File: config.mk
export PLATFORM = sky130hd
export DESIGN_NAME = udp_cmd_rx
export DESIGN_NICKNAME = d
export VERILOG_FILES = /design/src/rtl/udp_cmd_rx_pkg.sv /design/src/rtl/udp_cmd_rx_mii_nibble2byte.sv /design/src/rtl/udp_cmd_rx.sv
export SDC_FILE = /design/constraint.sdc
export NUM_CORES = 1
export LEC_CHECK = 0
export CAP_MARGIN = 0
export CORE_ASPECT_RATIO = 1.5
export CORE_MARGIN = 1
export CORE_UTILIZATION = 45
export CTS_CLUSTER_DIAMETER = 40
export DETAILED_ROUTE_END_ITERATION = 12
export PLACE_DENSITY = 0.69
export SETUP_SLACK_MARGIN = 0.2
export SKIP_CTS_REPAIR_TIMING = 1
export SYNTH_ARGS = -nofsm -noshare
export SYNTH_HDL_FRONTEND = slang
export SYNTH_SLANG_ARGS = --single-unit
File: constraint.sdc
create_clock -name clk -period 3.1 [get_ports clk]
set_input_delay 0.93 -clock clk [delete_from_list [all_inputs] [get_ports clk]]
set_output_delay 0.93 -clock clk [all_outputs]
set_load 0.1 [all_outputs]
File: src/rtl/udp_cmd_rx_pkg.sv
`timescale 1ns/1ps
`default_nettype none
// ============================================================================
// Module   : udp_cmd_rx_pkg
// Brief    : Shared protocol constants, byte offsets, command codes and FSM
//            encodings for the UDP command transmitter/receiver pair.
// Revision : 1.0 - initial release
// ============================================================================
package udp_cmd_rx_pkg;

    localparam logic [15:0] ETHERTYPE_IPV4 = 16'h0800;
    localparam logic [7:0]  IP_PROTO_UDP   = 8'h11;
    localparam logic [7:0]  IP_VER_IHL     = 8'h45;

    // Byte offsets counted from the first byte after SFD
    localparam logic [5:0] OFS_MAC      = 6'd0;
    localparam logic [5:0] OFS_TYPE     = 6'd12;
    localparam logic [5:0] OFS_IPHDR    = 6'd14;
    localparam logic [5:0] OFS_PROTO    = 6'd23;
    localparam logic [5:0] OFS_DST_IP   = 6'd30;
    localparam logic [5:0] OFS_UDPHDR   = 6'd34;
    localparam logic [5:0] OFS_DST_PORT = 6'd36;
    localparam logic [5:0] OFS_UDP_LEN  = 6'd38;
    localparam logic [5:0] OFS_PAYLOAD  = 6'd42;

    // Host command codes shared with the transmitter
    localparam logic [7:0] CMD_NOP    = 8'h00;
    localparam logic [7:0] CMD_READ   = 8'h01;
    localparam logic [7:0] CMD_WRITE  = 8'h02;
    localparam logic [7:0] CMD_STATUS = 8'h03;

    typedef enum logic [2:0] {
        ST_IDLE     = 3'd0,
        ST_PREAMBLE = 3'd1,
        ST_ETH      = 3'd2,
        ST_IPHDR    = 3'd3,
        ST_UDPHDR   = 3'd4,
        ST_DATA     = 3'd5,
        ST_DROP     = 3'd6
    } rx_state_t;

endpackage
`default_nettype wire

File: src/rtl/udp_cmd_rx_mii_nibble2byte.sv
`timescale 1ns/1ps
`default_nettype none
// ============================================================================
// Module   : mii_nibble2byte
// Brief    : Pairs MII RX nibbles into bytes (low nibble first); byte_valid is
//            combinational with the second nibble of each byte.
// Revision : 1.0 - initial release
// ============================================================================
module mii_nibble2byte (
    input  logic       clk,
    input  logic       clr,
    input  logic       rxdv,
    input  logic [3:0] rxd,
    input  logic       align,
    output logic [7:0] byte_data,
    output logic       byte_valid,
    output logic       phase_odd
);

    logic [3:0] r_lo;
    logic       r_phase;

    always_ff @(posedge clk or negedge clr) begin
        if (!clr) begin
            r_lo    <= 4'h0;
            r_phase <= 1'b0;
        end else if (!rxdv || align) begin
            r_phase <= 1'b0;
        end else begin
            r_phase <= ~r_phase;
            if (!r_phase) r_lo <= rxd;
        end
    end

    assign byte_data  = {rxd, r_lo};
    assign byte_valid = rxdv & r_phase;
    assign phase_odd  = r_phase;

endmodule
`default_nettype wire

File: src/rtl/udp_cmd_rx.sv
`timescale 1ns/1ps
`default_nettype none
// ============================================================================
// Module   : udp_cmd_rx
// Brief    : MII RX frame decoder: validates Eth/IPv4/UDP headers and delivers
//            32-bit payload words; first word latched as host command.
//            Optional IPv4 header checksum check: define UDP_RX_IPCSUM_EN.
// Revision : 1.0 - initial release
// ============================================================================
module udp_cmd_rx
    import udp_cmd_rx_pkg::*;
#(
    parameter logic [47:0] LOCAL_MAC  = 48'h01606E11020F,
    parameter logic [31:0] LOCAL_IP   = 32'hC0A801B7,
    parameter logic [15:0] LOCAL_PORT = 16'h1F90,
    parameter int          MAX_WORDS  = 8
) (
    input  logic        clk,
    input  logic        clr,
    input  logic        rxdv,
    input  logic [3:0]  rxd,
    output logic [31:0] udp_rx_cmd,
    output logic [31:0] rx_word,
    output logic        rx_word_valid,
    output logic        rx_finish,
    output logic        rx_error,
    output logic [2:0]  state
);

    localparam logic [15:0] c_max_words = 16'(MAX_WORDS);

    rx_state_t   r_state;
    logic [5:0]  r_byte_cnt;
    logic [3:0]  r_pre_cnt;
    logic [7:0]  r_prev;
    logic        r_mac_uc;
    logic        r_mac_bc;
    logic [23:0] r_shift;
    logic [1:0]  r_lane;
    logic [15:0] r_budget;
    logic [15:0] r_words;

    logic [7:0]  w_byte;
    logic        w_byte_valid;
    logic        w_phase_odd;
    logic        w_sfd;
    logic [7:0]  w_exp_byte;
    logic        w_exact;
    logic        w_uc_next;
    logic        w_bc_next;
    logic [15:0] w_len;
    logic [15:0] w_avail;
    logic [15:0] w_budget;
    logic        w_hdr_bad;

    mii_nibble2byte u_n2b (
        .clk        (clk),
        .clr        (clr),
        .rxdv       (rxdv),
        .rxd        (rxd),
        .align      (w_sfd),
        .byte_data  (w_byte),
        .byte_valid (w_byte_valid),
        .phase_odd  (w_phase_odd)
    );

    assign w_sfd = (r_state == ST_PREAMBLE) && rxdv && (rxd == 4'hd) && (r_pre_cnt >= 4'd7);

    always_comb begin
        w_exp_byte = 8'h00;
        w_exact    = 1'b0;
        case (r_byte_cnt)
            6'd0:                 w_exp_byte = LOCAL_MAC[47:40];
            6'd1:                 w_exp_byte = LOCAL_MAC[39:32];
            6'd2:                 w_exp_byte = LOCAL_MAC[31:24];
            6'd3:                 w_exp_byte = LOCAL_MAC[23:16];
            6'd4:                 w_exp_byte = LOCAL_MAC[15:8];
            6'd5:                 w_exp_byte = LOCAL_MAC[7:0];
            OFS_TYPE:             begin w_exp_byte = ETHERTYPE_IPV4[15:8]; w_exact = 1'b1; end
            OFS_TYPE + 6'd1:      begin w_exp_byte = ETHERTYPE_IPV4[7:0];  w_exact = 1'b1; end
            OFS_IPHDR:            begin w_exp_byte = IP_VER_IHL;           w_exact = 1'b1; end
            OFS_PROTO:            begin w_exp_byte = IP_PROTO_UDP;         w_exact = 1'b1; end
            OFS_DST_IP:           begin w_exp_byte = LOCAL_IP[31:24];      w_exact = 1'b1; end
            OFS_DST_IP + 6'd1:    begin w_exp_byte = LOCAL_IP[23:16];      w_exact = 1'b1; end
            OFS_DST_IP + 6'd2:    begin w_exp_byte = LOCAL_IP[15:8];       w_exact = 1'b1; end
            OFS_DST_IP + 6'd3:    begin w_exp_byte = LOCAL_IP[7:0];        w_exact = 1'b1; end
            OFS_DST_PORT:         begin w_exp_byte = LOCAL_PORT[15:8];     w_exact = 1'b1; end
            OFS_DST_PORT + 6'd1:  begin w_exp_byte = LOCAL_PORT[7:0];      w_exact = 1'b1; end
            default:              ;
        endcase
    end

    // Unicast and broadcast matches are tracked separately so mixed bytes fail
    assign w_uc_next = ((r_byte_cnt == OFS_MAC) || r_mac_uc) && (w_byte == w_exp_byte);
    assign w_bc_next = ((r_byte_cnt == OFS_MAC) || r_mac_bc) && (w_byte == 8'hFF);
    assign w_len     = {r_prev, w_byte};
    assign w_avail   = (w_len - 16'd8) >> 2;
    assign w_budget  = (w_avail > c_max_words) ? c_max_words : w_avail;

`ifdef UDP_RX_IPCSUM_EN
    logic [15:0] r_csum;
    logic [16:0] w_csum_sum;
    logic [15:0] w_csum_fold;
    assign w_csum_sum  = {1'b0, r_csum} + {1'b0, w_len};
    assign w_csum_fold = w_csum_sum[15:0] + {15'd0, w_csum_sum[16]};
`endif

    always_comb begin
        w_hdr_bad = 1'b0;
        if (r_state == ST_ETH || r_state == ST_IPHDR || r_state == ST_UDPHDR) begin
            if (w_exact && (w_byte != w_exp_byte))                      w_hdr_bad = 1'b1;
            if ((r_byte_cnt == 6'd5) && !w_uc_next && !w_bc_next)       w_hdr_bad = 1'b1;
            if ((r_byte_cnt == OFS_UDP_LEN + 6'd1) && (w_len < 16'd12)) w_hdr_bad = 1'b1;
`ifdef UDP_RX_IPCSUM_EN
            if ((r_byte_cnt == OFS_UDPHDR - 6'd1) && (w_csum_fold != 16'hFFFF)) w_hdr_bad = 1'b1;
`endif
        end
    end

`ifdef UDP_RX_IPCSUM_EN
    always_ff @(posedge clk or negedge clr) begin
        if (!clr) begin
            r_csum <= 16'h0000;
        end else if (w_sfd) begin
            r_csum <= 16'h0000;
        end else if (w_byte_valid && (r_state == ST_IPHDR) && r_byte_cnt[0]) begin
            r_csum <= w_csum_fold;
        end
    end
`endif

    always_ff @(posedge clk or negedge clr) begin
        if (!clr) begin
            r_state       <= ST_IDLE;
            r_byte_cnt    <= 6'd0;
            r_pre_cnt     <= 4'd0;
            r_prev        <= 8'h00;
            r_mac_uc      <= 1'b0;
            r_mac_bc      <= 1'b0;
            r_shift       <= 24'h0;
            r_lane        <= 2'd0;
            r_budget      <= 16'd0;
            r_words       <= 16'd0;
            udp_rx_cmd    <= 32'h0;
            rx_word       <= 32'h0;
            rx_word_valid <= 1'b0;
            rx_finish     <= 1'b0;
            rx_error      <= 1'b0;
        end else begin
            rx_word_valid <= 1'b0;
            rx_finish     <= 1'b0;
            rx_error      <= 1'b0;
            case (r_state)
                ST_IDLE: begin
                    if (rxdv) begin
                        r_pre_cnt <= 4'd1;
                        r_state   <= (rxd == 4'h5) ? ST_PREAMBLE : ST_DROP;
                    end
                end
                ST_PREAMBLE: begin
                    if (!rxdv) begin
                        rx_error <= 1'b1;
                        r_state  <= ST_IDLE;
                    end else if (rxd == 4'h5) begin
                        if (r_pre_cnt != 4'hF) r_pre_cnt <= r_pre_cnt + 4'd1;
                    end else if (w_sfd) begin
                        r_byte_cnt <= 6'd0;
                        r_state    <= ST_ETH;
                    end else begin
                        r_state <= ST_DROP;
                    end
                end
                ST_DROP: begin
                    if (!rxdv) r_state <= ST_IDLE;
                end
                default: begin
                    if (!rxdv) begin
                        if ((r_state == ST_DATA) && (r_words != 16'd0) && !w_phase_odd)
                            rx_finish <= 1'b1;
                        else
                            rx_error <= 1'b1;
                        r_state <= ST_IDLE;
                    end else if (w_byte_valid) begin
                        r_prev <= w_byte;
                        if (r_state != ST_DATA) r_byte_cnt <= r_byte_cnt + 6'd1;
                        if (r_byte_cnt <= 6'd5) begin
                            r_mac_uc <= w_uc_next;
                            r_mac_bc <= w_bc_next;
                        end
                        if (r_byte_cnt == OFS_UDP_LEN + 6'd1) r_budget <= w_budget;
                        if (w_hdr_bad) begin
                            r_state <= ST_DROP;
                        end else if (r_state == ST_DATA) begin
                            r_shift <= {r_shift[15:0], w_byte};
                            r_lane  <= r_lane + 2'd1;
                            if ((r_lane == 2'd3) && (r_words < r_budget)) begin
                                rx_word       <= {r_shift, w_byte};
                                rx_word_valid <= 1'b1;
                                r_words       <= r_words + 16'd1;
                                if (r_words == 16'd0) udp_rx_cmd <= {r_shift, w_byte};
                            end
                        end else if (r_byte_cnt == OFS_IPHDR - 6'd1) begin
                            r_state <= ST_IPHDR;
                        end else if (r_byte_cnt == OFS_UDPHDR - 6'd1) begin
                            r_state <= ST_UDPHDR;
                        end else if (r_byte_cnt == OFS_PAYLOAD - 6'd1) begin
                            r_lane  <= 2'd0;
                            r_words <= 16'd0;
                            r_state <= ST_DATA;
                        end
                    end
                end
            endcase
        end
    end

    assign state = r_state;

endmodule
`default_nettype wire

Word level (Yosys, flattened, before mapping)

Index checks and enable logic that the tools add are counted.

Register bits: 153
Bits of input ports: 7
Output and inout bits: 70
Logic and storage cells: 180

$add $sub $neg: 5
Order comparisons: 5
Equality and inequality tests: 45
Mux-type cells: 56
Bitwise gates (word level): 6
Reduce and logical (&&, ||, !) cells: 46

Operator list:

| cell                                                                          | count |
|---|---|
| 8-bit case mux with 13 select lines                                           | 1 |
| 16-bit two-way mux                                                            | 5 |
| 3-bit two-way mux                                                             | 13 |
| 6-bit equality test, second input constant                                    | 6 |
| 6-bit two-way mux                                                             | 6 |
| 6-bit by 4-bit equality test with 1-bit output, second input constant         | 3 |
| 6-bit by 5-bit equality test with 1-bit output, second input constant         | 3 |
| 1-bit two-way mux                                                             | 18 |
| 6-bit AND reduction                                                           | 3 |
| 16-bit by 1-bit adder with 16-bit output, second input constant               | 1 |
| 16-bit logical NOT                                                            | 1 |
| 16-bit less-than comparator                                                   | 1 |
| 16-bit by 4-bit less-than comparator with 1-bit output, second input constant | 1 |
| 4-bit two-way mux                                                             | 4 |
| 16-bit nonzero test                                                           | 1 |
| 16-bit by 4-bit subtractor with 16-bit output, second input constant          | 1 |
| 14-bit by 4-bit > comparator with 1-bit output, second input constant         | 1 |
| 14-bit two-way mux                                                            | 1 |
| 7-bit AND reduction                                                           | 2 |
| 6-bit by 2-bit equality test with 1-bit output, second input constant         | 2 |
| 6-bit by 3-bit equality test with 1-bit output, second input constant         | 2 |
| 1-bit logical AND                                                             | 12 |
| 2-bit inequality test, second input constant                                  | 6 |
| 6-bit case mux with 2 select lines                                            | 1 |
| 40 further kinds                                                              | 68 |

Depth between registers and ports, before layout

Gate-level depths: netlist of the first run.

Word-level depth: 15
Gate-level depth with buffers: 12
Mapped depth without buffers: 9

Cells and area by module

From an unflattened synthesis of the first run, not the netlist that was laid out.

Cell total of the unflattened synthesis: 700
Area total of the unflattened synthesis: 7469.7 sq um

By module, submodules not included:

| module          | instances | cells each | area each (sq um) | seq. area each (sq um) |
|---|---|---|---|---|
| udp_cmd_rx      | 1         | 685        | 7244.4            | 3653.5 |
| mii_nibble2byte | 1         | 15         | 225.2             | 125.1 |

Least setup slack after synthesis of the first run

Ideal clock, no wire load.

Kind: input port to flip-flop
From: input port rxdv
To: register udp_rx_cmd[0]
Setup time: 0.125 ns
Arrival: 2.935 ns
Required time: 2.975 ns
Setup slack: 0.039 ns
Cell stages on the path: 9
Path through: buf_2 -> o21ai_0 -> a31oi_1 -> and2_1 -> clkbuf_1 -> o211ai_1 -> nor2_1 -> buf_2 -> mux2_2

Word-level cells in the longest chain between the ends: 2

RTL lines:

| what                              | RTL line                         | text |
|---|---|---|
| from (decl)                       | udp_cmd_rx.sv:20                 | `input logic rxdv,` |
| 1-bit AND                         | udp_cmd_rx_mii_nibble2byte.sv:36 | `assign byte_valid = rxdv & r_phase;` |
| 7-bit AND reduction (no line) (*) | --                               |  |
| to (signal assigned)              | udp_cmd_rx.sv:200                | `if (r_words == 16'd0) udp_rx_cmd <= {r_shift, w_byte};` |
| to (decl)                         | udp_cmd_rx.sv:22                 | `output logic [31:0] udp_rx_cmd,` |

Every way passes the cells marked *; elsewhere a longest branch is shown, timed or not.
A chain may end at the register's enable or synchronous reset.

Worst setup path in the final report of the first run

From: register r_byte_cnt[0]
To: register r_state[0] (netlist: state[0])

Word-level cells in the longest chain between the ends: 15
Elaborated cells on any way between the ends: 49
Those cells by class: 21 x eq/ne; 13 x mux; 15 x reduce/logical

RTL lines:

| what                                              | RTL line          | text |
|---|---|---|
| from (decl)                                       | udp_cmd_rx.sv:33  | `logic [5:0] r_byte_cnt;` |
| from (signal assigned)                            | udp_cmd_rx.sv:185 | `if (r_state != ST_DATA) r_byte_cnt <= r_byte_cnt + 6'd1;` |
| 6-bit equality test, or another cell as far along | udp_cmd_rx.sv:72  | `case (r_byte_cnt)` |
| 2-bit OR reduction (no line)                      | --                |  |
| 8-bit case mux with 13 select lines               | udp_cmd_rx.sv:72  |  |
| 8-bit equality test                               | udp_cmd_rx.sv:94  | `assign w_uc_next = ((r_byte_cnt == OFS_MAC) \|\| r_mac_uc) && (w_byte == w_exp_byte);` |
| 1-bit logical AND                                 | udp_cmd_rx.sv:94  |  |
| 1-bit logical NOT                                 | udp_cmd_rx.sv:112 | `if ((r_byte_cnt == 6'd5) && !w_uc_next && !w_bc_next) w_hdr_bad = 1'b1;` |
| 1-bit logical AND (2 in a row)                    | udp_cmd_rx.sv:112 |  |
| 1-bit two-way mux                                 | udp_cmd_rx.sv:112 |  |
| 1-bit two-way mux                                 | udp_cmd_rx.sv:113 | `if ((r_byte_cnt == OFS_UDP_LEN + 6'd1) && (w_len < 16'd12)) w_hdr_bad = 1'b1;` |
| 1-bit two-way mux                                 | udp_cmd_rx.sv:110 | `if (r_state == ST_ETH \|\| r_state == ST_IPHDR \|\| r_state == ST_UDPHDR) begin` |
| 3-bit two-way mux                                 | udp_cmd_rx.sv:191 | `if (w_hdr_bad) begin` |
| 3-bit two-way mux                                 | udp_cmd_rx.sv:183 | `end else if (w_byte_valid) begin` |
| 3-bit two-way mux                                 | udp_cmd_rx.sv:177 | `if (!rxdv) begin` |
| 3-bit case mux with 3 select lines                | udp_cmd_rx.sv:153 | `case (r_state)` |
| to (signal assigned)                              | udp_cmd_rx.sv:157 | `r_state <= (rxd == 4'h5) ? ST_PREAMBLE : ST_DROP;` |
| to (decl)                                         | udp_cmd_rx.sv:32  | `rx_state_t r_state;` |

Several ways; a longest one is shown, not always the timed one. The select of a mux whose other input is x is not followed.

==> metrics.md, run 1 <==
| Metric | Value |
|---|---|
| Wirelength per Cell | between 15 and 20 µm |
| DRT antenna net count | 0 |
| Final period util | 90.6% |
| Port Buffer Count | 76 |
| Gpl congestion | 0.895 |
| Critical path data required time | 3.41 ns |
| Fill count | 1363 |
| Hold Path Class | in2async |
| Yosys warns | 0 |
| Post-Route WL | 19300 µm |
| Ports | 77 |
| Ranking of synthesized cells by area | dfrtp_1 (50%), mux2_2 (13%), ha_1 (3.8%) |
| R2r startpoint | r_byte_cnt[0] |
| Row cnt | 57 |
| Area leader, netlist | dfrtp_1 |
| RSZ-0062 raised after global routing | false |
| Number of synthesized flops with an enable pin | 0 |
| Initial Util | a little under half |
| Max Cap Viol | 0 |
| H-tree depth | 4 |
| Global-route wire length before repair | slightly above 30000 µm |
| Vias | 5944 |
| Critical Path Start Type | flop |
| Final setup vio count | 0 |
| Post-synthesis cell area | roughly 7600 µm² |
| Initial antenna violation count | 0 |
| Num CTS Buffers | 17 |
| Finished Layout Cells | 1021 |
| CP arrival | around 3.1 ns |
| Worst hold slack | 0.486 ns |
| Post-synth net total | 714 |
| Setup TNS | 0 ns |
| CTS max path bufs | 2 |
| CTS clk-pin slew, worst paths | 0.07 ns |
| Initial DRC count | 295 |
| Share of cells above drive strength 1 | a little over a third |
| Crit path kind | reg2reg |
| Die X | 108 µm |
| Core Area | 16300 µm² |
| Clk_skew | between 0.01 and 0.015 ns |
| Crit path time final | 2.81 ns |
| Synthesized flop and latch total | around 150 |
| CTS tree | done |
| Clk_lat worst skew | 0.42 ns |
| Most frequent cell after synthesis | dfrtp_1 |
| Pwr per Cell Area | between 700 and 800 nW/µm² |
| Cell variety after synth | 75 |
| Syn Area/Cell | ~11 µm² |
| Fin. max-slew vios | 0 |
| CP max stage cell | or4_4 |
| Area Overhead vs Synth | 24.5% |
| DP Area | 8770 µm² |
| Clock Sinks | 151 |
| Vias/cell | 5.82 |
| Post-synth top flop | dfrtp_1 |
| Placed Cells | 985 |
| # diodes | 0 |
| GRT overflow | 0 |
| Crit path cell chain | inv_1 > ha_2 > nand4b_2 > xnor2_1 > or4_4 > a32oi_4 > buf_4 > nand4_1 > o211ai_1 > mux2_2 |
| Fin. Hold Viols | 0 |
| Maximum VDD drop | ~0.00040 V |
| Critical R2R Capture | state[0] |
| CP peak stage delay | 0.43 ns |
| Pleak | 4.62 nW |
| Largest net degree at the start of global routing | 66 |
| DP Wirelength | ~14000 µm |
| Die ar. | 17400 µm² |
| Sequential fraction of the synthesis area | 49.8% |
| CTS root buffer | clkbuf_16 |
| Vias in the first global route | 6009 |
| Nets | 832 |
| Synth top area share | 49.8% |
| Setup slack, reg-to-reg | slightly below 0.3 ns |
| Crit path max fanout | 5 |
| DR pass1 iterations | 7 |
| CP Capture Type | flop |
| Peak Freq | 0.356 GHz |
| Status | finished, final reports clean |
| Pwr Total | 6.65 mW |
| Synthesized instance count | 684 |
| Fraction of registers with async set/reset | 100% |
| Design Area, Final | roughly 9500 µm² |
| Slew @ Worst Pin | roughly 0.66 ns |
| Gr usage total | 22.8% |
| Slew headroom | 55.6% |
| Synth cell count leaders | dfrtp_1 (151), mux2_2 (88), nand2_1 (53) |
| DRC Markers | 0 |
| R2R cell count | 10 |
| Chip Height | about 160 µm |
-- cells in the final DEF (no fill, tap or decap), types with 3 or more instances in the layout --
cell type,count
a21o_1,6
a21oi_1,19
a22oi_1,3
a31oi_1,6
a32oi_1,8
a32oi_2,3
and2_1,15
and3_1,6
buf_12,5
buf_4,128
clkbuf_16,17
clkinv_4,3
dfrtp_1,149
dlymetal6s2s_1,4
ha_1,20
ha_2,3
inv_1,38
inv_6,4
inv_8,3
mux2_2,88
mux2i_1,3
nand2_1,53
nand2b_1,6
nand3_1,12
nand4_1,15
nor2_1,27
nor2b_1,3
nor3_1,15
nor4_1,6
o2111ai_1,3
o211ai_1,15
o21a_1,5
o21ai_0,29
o22ai_1,9
o31ai_1,7
o41ai_2,3
or3_1,3
xnor2_1,4
xor2_1,5
-- registers in the layout (all words and copies together), names as in the netlist --
| name | flops |
|---|---|
| r_budget | 14 |
| r_byte_cnt | 6 |
| r_lane | 2 |
| r_mac_bc | 1 |
| r_mac_uc | 1 |
| r_pre_cnt | 4 |
| r_prev | 8 |
| r_shift | 24 |
| r_words | 16 |
| rx_error | 1 |
| rx_finish | 1 |
| rx_word | 32 |
| rx_word_valid | 1 |
| state | 3 |
| u_n2b.phase_odd | 1 |
| u_n2b.r_lo | 4 |
| udp_rx_cmd | 32 |
-- kinds of logic after synthesis --
group,after synthesis,share of synthesized area (%)
AO/OA/AOI/OAI,141,13.6
XOR/XNOR,9,1.04
adder cells (fa/ha/maj),23,3.79
buffers and inverters,79,4.47
flip-flops,151,49.8
multiplexers,91,13.4
AND/OR/NAND/NOR,190,13.9
-- per-stage QoR --
stage	util [%]	setup slack, ns
after floorplan	-	0.220
after global placement	53.7	-0.186
after detailed placement	53.7	-0.315
after CTS	57.2	0.103
after global routing	57.9	0.202
final	57.9	0.292
-- cell type report --
cell class / count / area (µm²) / share of cell area [%]
clock buffer: 17 / 425 / 4.50
multi-input combinational: 454 / 3570 / 37.8
inverter: 39 / 146 / 1.55
clock inverter: 15 / 136 / 1.44
tap: 206 / 258 / 2.73
sequential: 151 / 3780 / 40.0
timing repair buffer: 139 / 1130 / 12.0
-- worst max path at each step --
stage	from	endpoint
2_1_floorplan	rxdv	udp_rx_cmd[0]
3_3_place_gp	rxd[3]	r_words[3]
3_5_place_dp	rxd[3]	r_words[12]
4_1_cts	rxd[3]	r_words[3]
5_1_grt	r_byte_cnt[1]	state[0]
6_report	r_byte_cnt[0]	state[0]
-- per-layer routing --
metal / vias to the layer above / part of all wire [%] / GRT usage [%]
met1: 2965 / 38 / 25.7
met5: - / 0 / 0
met4: 0 / 3.3 / 10.2
met3: 49 / 3.4 / 3.55
li1: 2739 / - / -
met2: 191 / 55 / 41.7
-- worst max-delay path, delay by kind of cell (launching register included) --
family          cells  cell delay, ns
fa+ha+maj           1            0.26
simple gates        3            0.69
xor+xnor            1            0.18
flops               1            0.42
mux                 1            0.37
buf+inv             2            0.33
compound gates      2            0.44
-- power breakdown --
group | internal, mW | total, mW | switching (mW)
Sequential | 2.24 | 2.61 | 0.374
Combinational | 0.799 | 2.08 | 1.28
Clock | 1.06 | 1.96 | 0.901
No activity file was read; power rests on OpenSTA's default activity.
==> run 2, diff against run 1 <==
==> constraint.sdc (replaced) <==
create_clock -name clk -period 2.85 [get_ports clk]
set_input_delay 0.855 -clock clk [delete_from_list [all_inputs] [get_ports clk]]
set_output_delay 0.855 -clock clk [all_outputs]
set_load 0.1 [all_outputs]
==> run 2 against run 1 <==
Effect of this change:
- register-to-register slack worse by 0.29 ns
- total power increased by 16%
- die area unchanged
- sequential power rose by 9.6%
- critical path depth is the same
- routed wire length rose by 7.6%
- cell count grew 4.4%
- clock power grew 9%
- global-route usage grew 0.38 points
==> metrics.md, run 2 (synthesized netlist as in run 1, its figures left out) <==
| Metric | Value |
|---|---|
| Slew @ Worst Pin | 0.617 ns (-0.0404 ns) |
| Vias in the first global route | 6248 (+4.0%) |
| Port Buffer Count | 76 (unchanged) |
| Ports | 77 (unchanged) |
| DRC Markers | 0 (unchanged) |
| Most common cell after layout, fill and taps aside | buf_4 |
| Crit path kind | reg2reg |
| Crit path max fanout | 8 (+3) |
| Setup slack, reg-to-reg | 0.003 ns (-0.29 ns) |
| Biggest regs | rx_word: 32 flops, udp_rx_cmd: 32 flops, r_shift: 24 flops |
| Share of cells above drive strength 1 | 42.1% (+6.8 points) |
| Gpl congestion | 0.898 (+0.37%) |
| Fill count | 1272 (-6.7%) |
| CP Capture Type | flop |
| Peak Freq | 0.351 GHz (-1.4%) |
| GRT overflow | 0 (unchanged) |
| CP peak stage delay | 0.53 ns (+0.10 ns) |
| DRT antenna net count | 0 (unchanged) |
| Pleak | 4.91 nW (+6.1%) |
| Final setup vio count | 0 (unchanged) |
| Critical Path Start Type | flop |
| DP Wirelength | 14000 µm (+0.54%) |
| Crit path time final | 2.85 ns (+0.0388 ns) |
| Clk_skew | 0.0100 ns (-0.000557 ns) |
| Met3 Use GR | 3.47% (-0.081 points) |
| Critical path data required time | 3.14 ns (-0.27 ns) |
| Row cnt | 57 (unchanged) |
| Pwr per Cell Area | 762 nW/µm² (+8.4%) |
| Die X | 108 µm (unchanged) |
| GRT busiest layer | met2 |
| Nets | 877 (+5.4%) |
| CP arrival | 3.14 ns (+0.02 ns) |
| Num CTS Buffers | 17 (unchanged) |
| Worst hold slack | 0.400 ns (-0.0851 ns) |
| Most frequent cells in the layout | buf_4 (157), dfrtp_1 (143), mux2_2 (86) |
| Chip Height | 161 µm (unchanged) |
| CTS tree | done |
| Final period util | 99.9% (+9.3 points) |
| # diodes | 0 (unchanged) |
| RSZ-0062 raised after global routing | true |
| Design Area, Final | 10100 µm² (+6.8%) |
| Final setup margin | 0.00284 ns (-0.289 ns) |
| Clk_lat worst skew | 0.42 ns (about the same) |
| Worst slack, placed | -0.458 ns (-0.143 ns) |
| Crit path cell chain | inv_4 > ha_4 > nand4b_4 > xnor2_2 > or4_4 > a32oi_4 > buf_6 > nand4_4 > a221oi_2 > a21oi_1 |
| Met1 usage | 26.1% (+0.39 points) |
| Global-route wire length before repair | 31200 µm (+0.98%) |
| Placed Cells | 993 (+0.81%) |
| Hold Path Class | in2async |
| M2 GR Usage | 42.1% (+0.43 points) |
| Fin. Hold Viols | 0 (unchanged) |
| Finished Layout Cells | 1066 (+4.4%) |
| CTS clk-pin slew, worst paths | 0.07 ns (about the same) |
| CP max stage cell | or4_4 |
| DR pass1 iterations | 5 (-2) |
| DP Area | 8860 µm² (+1.0%) |
| Initial Util | 46.5% (unchanged) |
| H-tree depth | 4 (unchanged) |
| Post-Route WL | 20700 µm (+7.6%) |
| Vias/cell | 5.84 (+0.31%) |
| Initial antenna violation count | 0 (unchanged) |
| Core Util, Final | 61.8% (+3.9 points) |
| Status | finished, final reports clean |
| Slew headroom | 58.3% (+2.7 points) |
| Critical R2R Capture | r_words[0] |
| Fin. max-slew vios | 0 (unchanged) |
| CTS max path bufs | 2 (unchanged) |
| Largest net degree at the start of global routing | 61 (-7.6%) |
| CTS root buffer | clkbuf_16 |
| Die ar. | 17400 µm² (unchanged) |
| Setup TNS | 0 ns (unchanged) |
| Maximum VDD drop | 0.000558 V (+41%) |
| Wirelength per Cell | 19.5 µm (+3.1%) |
| R2r startpoint | r_byte_cnt[0] |
| Area Overhead vs Synth | 32.9% |
| Initial DRC count | 264 (-11%) |
| R2R cell count | 10 (unchanged) |
| Max Cap Viol | 0 (unchanged) |
| Critical path startpoint | r_byte_cnt[0] |
| Pwr Total | 7.69 mW (+16%) |
| Vias | 6225 (+4.7%) |
| Core Area | 16300 µm² (unchanged) |
| Clock Sinks | 151 (unchanged) |
| Gr usage total | 23.2% (+0.38 points) |
## run 2: layout make-up
class	instances	area (µm²)	area share [%]
clock buffer	17	425	4.22
clock inverter	15	134	1.33
inverter	39	149	1.48
multi-input combinational	457	3790	37.6
sequential	151	3790	37.6
tap	206	258	2.55
timing repair buffer	181	1540	15.2
## run 2: metal layers
layer	routed length (µm)	vias to the layer above	part of all wire (%)
met2	11200	207	54
met5	0	-	0
met3	709	68	3.4
li1	-	2836	-
met4	838	0	4.0
met1	7980	3114	38
## run 2: worst max path at each step
stage | endpoint | slack, ns
floorplan | r_words[12] | 0.21
global placement | r_words[7] | -0.36
detailed placement | r_words[7] | -0.46
CTS | r_words[7] | -0.06
global route | r_words[7] | -0.05
finish | r_words[0] | 0.003
## run 2: critical path: cells and delay by family (launching register included)
kind	cells	cell delay [ns]
XOR/XNOR	1	0.18
buffers and inverters	2	0.27
AND/OR/NAND/NOR	3	0.88
AO/OA/AOI/OAI	3	0.79
flip-flops	1	0.45
adder cells (fa/ha/maj)	1	0.16
## run 2: where the power goes
group	total (mW)	leakage, nW	switching (mW)	internal, mW
registers	2.86	1.94	0.411	2.45
clock network	2.14	0.274	0.990	1.15
logic	2.69	2.69	1.56	1.13
